[config.mk]
export PLATFORM = sky130hd
export DESIGN_NAME = logic_unit_serial
export DESIGN_NICKNAME = d
export VERILOG_FILES = /design/src/rtl/logic_unit_pkg.sv /design/src/rtl/logic_slice.sv /design/src/rtl/logic_unit_serial.sv
export SDC_FILE = /design/constraint.sdc
export NUM_CORES = 1
export LEC_CHECK = 0
export ABC_AREA = 1
export CAP_MARGIN = 5
export CORE_ASPECT_RATIO = 1.2
export CORE_MARGIN = 4
export CORE_UTILIZATION = 31
export CTS_CLUSTER_DIAMETER = 100
export DETAILED_ROUTE_END_ITERATION = 7
export SKIP_LAST_GASP = 1
export SLEW_MARGIN = 10
export SYNTH_ARGS = -nofsm -noshare
export SYNTH_HDL_FRONTEND = slang
export SYNTH_SLANG_ARGS = --single-unit
[constraint.sdc]
create_clock -name clk_i -period 2.8 [get_ports clk_i]
set_input_delay 0.84 -clock clk_i [delete_from_list [all_inputs] [get_ports clk_i]]
set_output_delay 0.84 -clock clk_i [all_outputs]
set_load 0.02 [all_outputs]
[src/rtl/logic_unit_pkg.sv]
// Shared encodings for the serial logic unit: operation select and FSM state.
package logic_unit_pkg;

  typedef enum logic [1:0] {
    OP_NOT = 2'b00,
    OP_AND = 2'b01,
    OP_OR  = 2'b10,
    OP_XOR = 2'b11
  } op_e;

  typedef enum logic [1:0] {
    ST_IDLE = 2'b00,
    ST_BUSY = 2'b01,
    ST_DONE = 2'b10
  } state_e;

endpackage

[src/rtl/logic_slice.sv]
// Combinational SLICE-bit bitwise operation; b_i is ignored for NOT.
module logic_slice
  import logic_unit_pkg::*;
#(
  parameter int SLICE = 2
) (
  input  op_e              op_i,
  input  logic [SLICE-1:0] a_i,
  input  logic [SLICE-1:0] b_i,
  output logic [SLICE-1:0] y_o
);

  always_comb begin
    y_o = '0;
    unique case (op_i)
      OP_NOT: y_o = ~a_i;
      OP_AND: y_o = a_i & b_i;
      OP_OR:  y_o = a_i | b_i;
      OP_XOR: y_o = a_i ^ b_i;
      default: y_o = '0;
    endcase
  end

endmodule

[src/rtl/logic_unit_serial.sv]
// Multi-cycle WIDTH-bit logic unit, SLICE bits per clock, LSB slice first.
// Define LOGIC_FLAGS_EN to add the registered zero flag output.
//
// state | meaning
// IDLE  | waiting for start
// BUSY  | processing one slice per clock
// DONE  | one-cycle done pulse; start here is accepted back-to-back
module logic_unit_serial
  import logic_unit_pkg::*;
#(
  parameter int WIDTH = 8,
  parameter int SLICE = 2
) (
  input  logic             clk_i,
  input  logic             reset_i,
  input  logic             start_i,
  input  logic [1:0]       op_i,
  input  logic [WIDTH-1:0] a_i,
  input  logic [WIDTH-1:0] b_i,
  output logic             busy_o,
  output logic             done_o,
`ifdef LOGIC_FLAGS_EN
  output logic             zero_o,
`endif
  output logic [WIDTH-1:0] result_o
);

  localparam int N     = WIDTH / SLICE;
  localparam int CNT_W = (N > 1) ? $clog2(N) : 1;
  localparam logic [CNT_W-1:0] LAST = CNT_W'(N - 1);

  if (SLICE < 1 || (WIDTH % SLICE) != 0) begin : g_bad_cfg
    $error("logic_unit_serial: WIDTH must be a non-zero multiple of SLICE");
  end

  state_e           state_q;
  logic [CNT_W-1:0] cnt_q;
  op_e              op_q;
  logic [WIDTH-1:0] a_q, b_q, work_q, work_d, result_q;
  logic             busy_q, done_q;
  logic [SLICE-1:0] slice_y;

  logic_slice #(.SLICE(SLICE)) u_slice (
    .op_i (op_q),
    .a_i  (a_q[SLICE-1:0]),
    .b_i  (b_q[SLICE-1:0]),
    .y_o  (slice_y)
  );

  // New slice enters at the MSB end, so after N shifts slice 0 sits at the LSB.
  always_comb begin
    work_d = (work_q >> SLICE) | (WIDTH'(slice_y) << (WIDTH - SLICE));
  end

`ifdef LOGIC_FLAGS_EN
  logic zero_q;
`endif

  always_ff @(posedge clk_i) begin
    if (reset_i) begin
      state_q  <= ST_IDLE;
      cnt_q    <= '0;
      op_q     <= OP_NOT;
      a_q      <= '0;
      b_q      <= '0;
      work_q   <= '0;
      result_q <= '0;
      busy_q   <= 1'b0;
      done_q   <= 1'b0;
`ifdef LOGIC_FLAGS_EN
      zero_q   <= 1'b1;
`endif
    end else begin
      unique case (state_q)
        ST_IDLE, ST_DONE: begin
          done_q <= 1'b0;
          if (start_i) begin
            a_q     <= a_i;
            b_q     <= b_i;
            op_q    <= op_e'(op_i);
            cnt_q   <= '0;
            busy_q  <= 1'b1;
            state_q <= ST_BUSY;
          end else begin
            state_q <= ST_IDLE;
          end
        end
        ST_BUSY: begin
          a_q    <= a_q >> SLICE;
          b_q    <= b_q >> SLICE;
          work_q <= work_d;
          if (cnt_q == LAST) begin
            result_q <= work_d;
`ifdef LOGIC_FLAGS_EN
            zero_q   <= (work_d == '0);
`endif
            busy_q   <= 1'b0;
            done_q   <= 1'b1;
            state_q  <= ST_DONE;
          end else begin
            cnt_q <= cnt_q + CNT_W'(1);
          end
        end
        default: begin
          busy_q  <= 1'b0;
          done_q  <= 1'b0;
          state_q <= ST_IDLE;
        end
      endcase
    end
  end

  assign busy_o   = busy_q;
  assign done_o   = done_q;
  assign result_o = result_q;
`ifdef LOGIC_FLAGS_EN
  assign zero_o   = zero_q;
`endif

endmodule

### Yosys cells after proc, flatten, opt, wreduce, memory -nomap -nowiden

Index checks and enable logic that the tools add are counted.

| word-level totals | value |
|---|---|
| bits in registers | 40 |
| bits of input ports | 21 |
| output and inout port bits | 10 |
| logic and storage cells | 49 |

| cells by class | value |
|---|---|
| $add $sub $neg | 1 |
| equal/unequal tests | 9 |
| muxes and demuxes | 14 |
| bitwise operators | 6 |
| reduce and logical (&&, ||, !) cells | 10 |

Operators with widths:

| kind | count |
|---|---|
| 8-bit one-hot mux with 2 select lines | 2 |
| 8-bit 2-to-1 mux | 2 |
| 2-bit == test (second input constant) | 4 |
| 6-bit by 8-bit bitwise OR with 8-bit output | 1 |
| 2-bit one-hot mux with 2 select lines | 2 |
| 2-bit one-hot mux with 4 select lines | 1 |
| 2-bit AND reduction | 4 |
| 2-bit 2-to-1 mux | 3 |
| 2-bit != test (second input constant) | 3 |
| 2-bit by 1-bit == test with 1-bit output (second input constant) | 2 |
| 2-bit zero test | 2 |
| 2-bit OR reduction | 2 |
| 1-bit 2-to-1 mux | 3 |
| 3-bit AND reduction | 1 |
| 2-bit by 1-bit adder with 2-bit output (second input constant) | 1 |
| 2-bit AND | 1 |
| 2-bit NOT | 1 |
| 2-bit bitwise OR | 1 |
| 1-bit one-hot mux with 2 select lines | 1 |
| 2-bit nonzero test | 1 |
| 2-bit XOR | 1 |
| 1-bit NOT | 1 |

### Logic depth before layout (Yosys ltp)

Gate-level depths: netlist (run 1).

| depth | value |
|---|---|
| word-level depth | 4 |
| depth in mapped cells | 8 |
| mapped depth without buffers | 7 |

### Hierarchy

A second synthesis (run 1) with hierarchy kept.

| unflattened totals | value |
|---|---|
| cell total of the unflattened synthesis | 251 |
| area total of the unflattened synthesis | 1737.9 um^2 |

By module, submodules not included:

| module | instances | cells each | area an instance (um^2) | seq. area each (um^2) |
|---|---|---|---|---|
| logic_unit_serial | 1 | 223 | 1591.5 | 760.7 |
| logic_slice | 1 | 28 | 146.4 | 0.0 |

### Least setup slack after synthesis (run 1)

No wires, ideal clock.

| timing path | value |
|---|---|
| kind | input to register |
| start | input port reset_i |
| end | register result_q[0] (netlist: result_o[0]) |
| library setup time | 0.064 ns |
| data arrival time | 1.436 ns |
| data required time | 2.736 ns |
| setup slack | 1.300 ns |
| stages on the path | 5 |
| buffers on the path | 2 |
| cells stage by stage | buf_2 -> inv_1 -> clkbuf_1 -> o21ai_0 -> nor2_1 |

RTL lines:

| item | line | RTL |
|---|---|---|
| start: declaration | logic_unit_serial.sv:15 | `input logic reset_i,` |
| end signal: assignment | logic_unit_serial.sv:93 | `result_q <= work_d;` |
| end: declaration | logic_unit_serial.sv:39 | `logic [WIDTH-1:0] a_q, b_q, work_q, work_d, result_q;` |

### Final worst setup path (run 1)

| timing path | value |
|---|---|
| start | register result_q[4] (netlist: result_o[4]) |
| end | output port result_o[4] |

RTL lines:

| item | line | RTL |
|---|---|---|
| end: declaration | logic_unit_serial.sv:25 | `output logic [WIDTH-1:0] result_o` |

No word-level cell between the ends.

==> key figures, run 1 <==
Timing
  – Normalized max-slew margin: 0.499
  – TNS Setup: 0 ps
  – Fmax: 0.484 GHz
  – Layout Skew: 4.29 ps
  – Period Utilization, post-route: 0.739
  – Final min period: 2070 ps
  – Final setup fails: 0
  – Max-slew violations: 0
  – Hold Fails Final Rpt: 0
  – Least-Margin Pin Slew: 749 ps
  – RSZ-0062 raised after global routing: false

Floorplan
  – Std-Cell Rows: 28
  – Die area: 6450 µm²
  – IO Pins: 31
  – Initial Util: 0.323
  – Die Span Y: 87.2 µm
  – Chip width: 74.0 µm
  – Core area: 5010 µm²

Drt
  – Post-route ant nets: 0
  – DRC: 0
  – Routed len/inst: 11.2 µm
  – Via-to-Cell Ratio: 4.66
  – Vias post-DR: 1366
  – DRT Pass-1 Iters: 4
  – Iteration-0 DRC count of the detailed router: 80
  – WL final: 3290 µm

Critical path
  – Crit path cell chain: clkdlybuf4s50_1
  – Worst setup SP type: register
  – Crit Path Max Fanout: 2
  – CP max stage cell: clkdlybuf4s50_1
  – Worst setup EP type: output pin
  – Cell family with most CP delay: buffers and inverters
  – Required time of the critical path: 1960 ps
  – CP arrival: 1230 ps
  – WP buf/inv: 1
  – Critical path class: register to output pin
  – Slowest cell delay on critical path: 600 ps

Flow run
  – Max-cap violations: 0

Global route
  – GR Overflow Total: 0
  – Total GRT Usage: 0.109
  – Vias in the first global route: 1290
  – Initial antenna violation count: 0
  – Largest net degree at the start of global routing: 31
  – Global-route wire length before repair: 5540 µm

Logic synthesis
  – Post-Synthesis Cells: 204
  – Post-synth cell types: 21
  – Avg Cell Area, Syn: 7.94 µm²
  – Sequential fraction of the synthesis area: 0.469
  – Synth Cell Area: 1620 µm²
  – Net Count, Synth: 230
  – Synthesized flop and latch total: 38
  – Yosys Warn Count: 0

Placement
  – HPWL Detailed: 2360 µm
  – IO Port Bufs: 30
  – RePlAce Congestion: 0.713

Power
  – Sequential Power Share: 0.490
  – NetSw: 0.312 mW
  – Static Leak: 0.830 nW
  – Clock power share: 0.366
  – Overall Power: 1.24 mW
  – PwrDens: 607 nW/µm²
  – Internal power: 0.925 mW
  – Switching Share: 0.252
  – Comb pwr share: 0.144
  – Worst IR Drop VDD: 0.254 mV

Run status
  – Run status: completed

Clocking
  – Clk_lat worst skew: 290 ps
  – CTS Hold Bufs: 0
  – H-tree levels: 2
  – CTS Sinks: 38
  – CTS tree: done
  – Post-CTS Resized: 0
  – Worst-path clk slew: 80 ps
  – Root Driver: clkbuf_8
  – Post-CTS setup buffer count: 0
  – Clock Path Buffers: 2
  – CTS buffer count: 5

Final layout
  – Fillers: 523
  – Ant. Diodes: 0
  – # nets final: 258
  – Layout area overhead: 25.8%
  – Share of layout cells above drive strength 1: 0.0987

Min path
  – Worst Hold Class: register to register
## area by class of cell
| type | instances | area, µm² | area share |
|---|---|---|---|
| clock buffers | 5 | 68.8 | 0.0338 |
| flip-flops and latches | 38 | 761 | 0.373 |
| inverters | 15 | 56.3 | 0.0276 |
| repair buffers | 33 | 323 | 0.158 |
| well taps | 60 | 75.1 | 0.0368 |
| multi-input cells | 139 | 714 | 0.351 |
| clock inverters | 3 | 40.0 | 0.0196 |
## cells in the final DEF (no fill, tap or decap)
cell              n
bufinv_16         1
ha_1              5
o21ai_1           2
buf_4             3
nor2_4            1
o21ai_0          23
or2_2             8
nor2_1           36
dfxtp_1          38
clkdlybuf4s50_1  30
a21oi_1          16
clkinv_2          2
nand3b_1          1
nand2_1          16
nand2_2           2
inv_1            15
o211ai_1          9
nor3_1           11
clkbuf_8          5
or2_1             1
nor2_2            1
nand3_1           7
## kinds of logic (layout without fill, tap and decap cells)
| family | Yosys count | in the layout | synth area share |
|---|---|---|---|
| and+or+nand+nor | 84 | 84 | 0.234 |
| AOI/OAI and AO/OA | 50 | 50 | 0.168 |
| DFF | 38 | 38 | 0.469 |
| buffers and inverters | 27 | 56 | 0.0896 |
| adders and majority gates | 5 | 5 | 0.0386 |
## cell usage after synthesis
cell / number / area (µm²)
dfxtp_1: 38 / 761
nor2_1: 36 / 135
o21ai_0: 23 / 115
a21oi_1: 16 / 80.1
nand2_1: 16 / 60.1
inv_1: 15 / 56.3
nor3_1: 11 / 55.1
o211ai_1: 9 / 67.6
or2_2: 8 / 50.1
nand3_1: 7 / 35.0
buf_2: 5 / 25.0
ha_1: 5 / 62.6
buf_6: 4 / 45.0
buf_4: 2 / 15.0
nand2_2: 2 / 12.5
o21ai_1: 2 / 10.0
clkbuf_1: 1 / 3.75
nand3b_1: 1 / 7.51
nor2_2: 1 / 6.26
nor2_4: 1 / 11.3
or2_1: 1 / 6.26
## worst register-to-register path, delay by kind of cell, from the launching register on
family,cells,cell delay [ps]
DFF,1,330
and+or+nand+nor,4,800
buffers and inverters,2,380
AOI/OAI and AO/OA,1,90
## sequential cells by signal, summed over array words and instances, names as in the netlist
name      count
state_q       2
result_o      8
b_q           8
cnt_q         2
op_q          2
work_q        6
busy_o        1
a_q           8
done_o        1
## routing by layer
metal	GRT usage	wire length [µm]	up-vias
met3	0.0266	161	7
met1	0.137	1560	606
met2	0.180	1510	26
met5	0	0	-
li1	-	-	727
met4	0.0395	61	0
## worst paths after layout
kind	start	to	slack [ps]	cells after the start
worst min register to register	a_q[5]$_SDFFE_PP0P_	a_q[3]$_SDFFE_PP0P_	460	2
worst min-delay path	a_q[5]$_SDFFE_PP0P_	a_q[3]$_SDFFE_PP0P_	460	2
worst max-delay path	result_o[4]$_SDFFE_PP0P_	result_o[4]	730	1
worst max register to register	state_q[0]$_SDFFE_PP0P_	cnt_q[1]$_SDFFE_PP0P_	1150	7
## power groups by stage
stage | Clock [mW] | Sequential, mW | Combinational (mW)
global route | 0.488 | 0.612 | 0.204
detailed placement | 0 | 0.619 | 0.181
floorplan | 0 | 0.616 | 0.130
global placement | 0 | 0.619 | 0.177
CTS | 0.462 | 0.607 | 0.181
finish | 0.453 | 0.606 | 0.178
## per-stage QoR
stage	util	hold WS, ps	instances	area [µm²]	setup WS, ps
CTS	0.407	463	293	2040	713
detailed placement	0.385	452	285	1930	549
finish	0.407	461	293	2040	732
global route	0.407	482	293	2040	662
floorplan	-	428	204	1620	1300
global placement	0.385	445	285	1930	559
(Power assumes the default switching activity.)
==> run 2: changes to the inputs <==
Clock period 2.8 ns to 2.08 ns, I/O delays scaled along.
==> run 2 against run 1 <==
  * Clock power grew 35%
  * Via count is 0.59% higher
  * Sequential power is 35% higher
  * Critical path type unchanged
  * Largest power group unchanged
==> key figures, run 2 (synthesized netlist as in run 1, its figures left out) <==
Global route
  – GR Overflow Total: 0 (unchanged)
  – Total GRT Usage: 0.117 (was 0.109)
  – Largest net degree at the start of global routing: 31 (unchanged)
  – Vias in the first global route: 1297 (was 1290)
  – Initial antenna violation count: 0 (unchanged)
  – Global-route wire length before repair: 5830 µm (was 5540 µm)

Timing
  – Max-slew violations: 0 (unchanged)
  – Layout Skew: 6.18 ps (was 4.29 ps)
  – Hold Fails Final Rpt: 0 (unchanged)
  – Final Worst Setup Slack: 215 ps (was 732 ps)
  – Final min period: 1870 ps
  – Normalized max-slew margin: 0.726 (was 0.499)
  – Period Utilization, post-route: 0.897
  – Fmax: 0.536 GHz
  – Least-Margin Pin Slew: 410 ps (was 749 ps)
  – RSZ-0062 raised after global routing: false (unchanged)
  – TNS Setup: 0 ps (unchanged)
  – Final setup fails: 0 (unchanged)

Power
  – NetSw: 0.425 mW (was 0.312 mW)
  – PwrDens: 809 nW/µm² (was 607 nW/µm²)
  – Clock power share: 0.365 (was 0.366)
  – Switching Share: 0.253 (was 0.252)
  – Sequential Power Share: 0.487 (was 0.490)
  – Comb pwr share: 0.148 (was 0.144)
  – Worst IR Drop VDD: 0.301 mV (was 0.254 mV)
  – Static Leak: 0.848 nW (was 0.830 nW)
  – Internal power: 1.25 mW (was 0.925 mW)

Placement
  – RePlAce Congestion: 0.725 (was 0.713)
  – Placement Setup Slack: 271 ps (was 549 ps)
  – HPWL Detailed: 2400 µm (was 2360 µm)
  – IO Port Bufs: 30 (unchanged)

Drt
  – Vias post-DR: 1374 (was 1366)
  – WL met3: 106 µm (was 161 µm)
  – Iteration-0 DRC count of the detailed router: 91 (was 80)
  – DR top layer: met4 (unchanged)
  – DRT Pass-1 Iters: 4 (unchanged)
  – Via-to-Cell Ratio: 4.64 (was 4.66)
  – M1 WL: 1640 µm (was 1560 µm)
  – Post-route ant nets: 0 (unchanged)
  – Metal2 WL: 1560 µm (was 1510 µm)
  – WL final: 3380 µm (was 3290 µm)
  – Routed len/inst: 11.4 µm (was 11.2 µm)
  – DRC: 0 (unchanged)

Critical path
  – Critical path class: register to output pin (unchanged)
  – Worst setup EP type: output pin (unchanged)
  – Worst setup SP type: register (unchanged)
  – R2R setup slack: 700 ps (was 1150 ps)
  – Required time of the critical path: 1460 ps (was 1960 ps)
  – Slowest cell delay on critical path: 610 ps (was 600 ps)
  – CP max stage cell: clkdlybuf4s50_1 (unchanged)
  – Levels on crit path: 1 (unchanged)
  – Worst setup path endpoint: result_o[0] (was result_o[4])
  – Crit path cell chain: clkdlybuf4s50_1 (unchanged)
  – CP arrival: 1240 ps (was 1230 ps)
  – Worst r2r path cells: 6 (was 7)
  – FF-to-FF End: b_q[0]$_SDFFE_PP0P_ (was cnt_q[1]$_SDFFE_PP0P_)
  – Cell family with most CP delay: buffers and inverters (unchanged)
  – WP buf/inv: 1 (unchanged)
  – Crit Path Max Fanout: 2 (unchanged)
  – Reg2reg start: state_q[1]$_SDFFE_PP0P_ (was state_q[0]$_SDFFE_PP0P_)
  – CP startpoint: result_o[0]$_SDFFE_PP0P_ (was result_o[4]$_SDFFE_PP0P_)

Final layout
  – # nets final: 261 (was 258)
  – Share of layout cells above drive strength 1: 0.110 (was 0.0987)
  – Commonest non-fill, non-tap cell in the layout: dfxtp_1 (unchanged)
  – Commonest non-fill, non-tap cells in the layout: dfxtp_1, nor2_1, clkdlybuf4s50_1, o21ai_0 (unchanged)
  – Ant. Diodes: 0 (unchanged)
  – Layout area overhead: 28.0% (was 25.8%)

Min path
  – Worst Hold Class: register to register (unchanged)
  – Worst hold start: b_q[7]$_SDFFE_PP0P_ (was a_q[5]$_SDFFE_PP0P_)

Clocking
  – H-tree levels: 2 (unchanged)
  – CTS buffer count: 5 (unchanged)
  – CTS tree: done (unchanged)
  – Post-CTS Resized: 0 (unchanged)
  – Clk_lat worst skew: 290 ps (about the same)
  – CTS Sinks: 38 (unchanged)
  – CTS Hold Bufs: 0 (unchanged)
  – Worst-path clk slew: 80 ps (about the same)
  – Root Driver: clkbuf_8 (unchanged)
  – Clock Path Buffers: 2 (unchanged)
  – Post-CTS setup buffer count: 0 (unchanged)

Floorplan
  – Std-Cell Rows: 28 (unchanged)
  – IO Pins: 31 (unchanged)
  – Core area: 5010 µm² (unchanged)
  – Chip width: 74.0 µm (unchanged)
  – Initial Util: 0.323 (unchanged)
  – Die area: 6450 µm² (unchanged)
  – Die Span Y: 87.2 µm (unchanged)

Flow run
  – Max-cap violations: 0 (unchanged)

Run status
  – Run status: completed (unchanged)
run 2: cell count changes in the layout (fill, tap and decap cells not counted):
cell	before	now
buf_12	0	1
buf_4	3	5
run 2: routing by layer:
layer	vias to the layer above	GRT usage
li1	730	-
met1	617	0.151
met2	21	0.184
met3	6	0.0242
met4	0	0.0544
met5	-	0
run 2: how the worst min path moves through the flow:
| stage | end | slack [ps] | depth (start not counted) |
|---|---|---|---|
| floorplan | cnt_q[0]$_SDFFE_PP0P_ | 430 | 1 |
| global placement | cnt_q[0]$_SDFFE_PP0P_ | 440 | 1 |
| detailed placement | b_q[7]$_SDFFE_PP0P_ | 450 | 2 |
| CTS | b_q[7]$_SDFFE_PP0P_ | 460 | 2 |
| global route | cnt_q[0]$_SDFFE_PP0P_ | 470 | 1 |
| finish | b_q[7]$_SDFFE_PP0P_ | 460 | 2 |
run 2: tightest hold or removal path, stage by stage, from the launching register on:
cell and delay, ps:
dfxtp_1 310, nand2_1 60, a21oi_1 50
run 2: power groups by stage:
| stage | clock (mW) | sequential, mW | combinational, mW |
|---|---|---|---|
| finish | 0.612 | 0.818 | 0.248 |
| global route | 0.663 | 0.826 | 0.287 |
| CTS | 0.626 | 0.818 | 0.253 |
| detailed placement | 0 | 0.834 | 0.252 |
| global placement | 0 | 0.834 | 0.247 |
| floorplan | 0 | 0.829 | 0.175 |
run 2: layout make-up:
| type | instances | area (µm²) |
|---|---|---|
| Timing Repair Buffer | 36 | 358 |
| Clock inverter | 3 | 40.0 |
| Tap cell | 60 | 75.1 |
| Inverter | 15 | 56.3 |
| Fill cell | 531 | 2940 |
| Multi-Input combinational cell | 139 | 714 |
| Sequential cell | 38 | 761 |
| Clock buffer | 5 | 68.8 |
run 2: per-stage QoR:
stage / power, mW / instance area, µm² / std cells / utilization / hold WS [ps]
5_1_grt: 1.78 / 2070 / 296 / 0.414 / 471
4_1_cts: 1.70 / 2070 / 296 / 0.414 / 459
3_3_place_gp: 1.08 / 1960 / 288 / 0.392 / 442
2_1_floorplan: 1.00 / 1620 / 204 / - / 428
3_5_place_dp: 1.09 / 1960 / 288 / 0.392 / 447
6_report: 1.68 / 2070 / 296 / 0.414 / 457
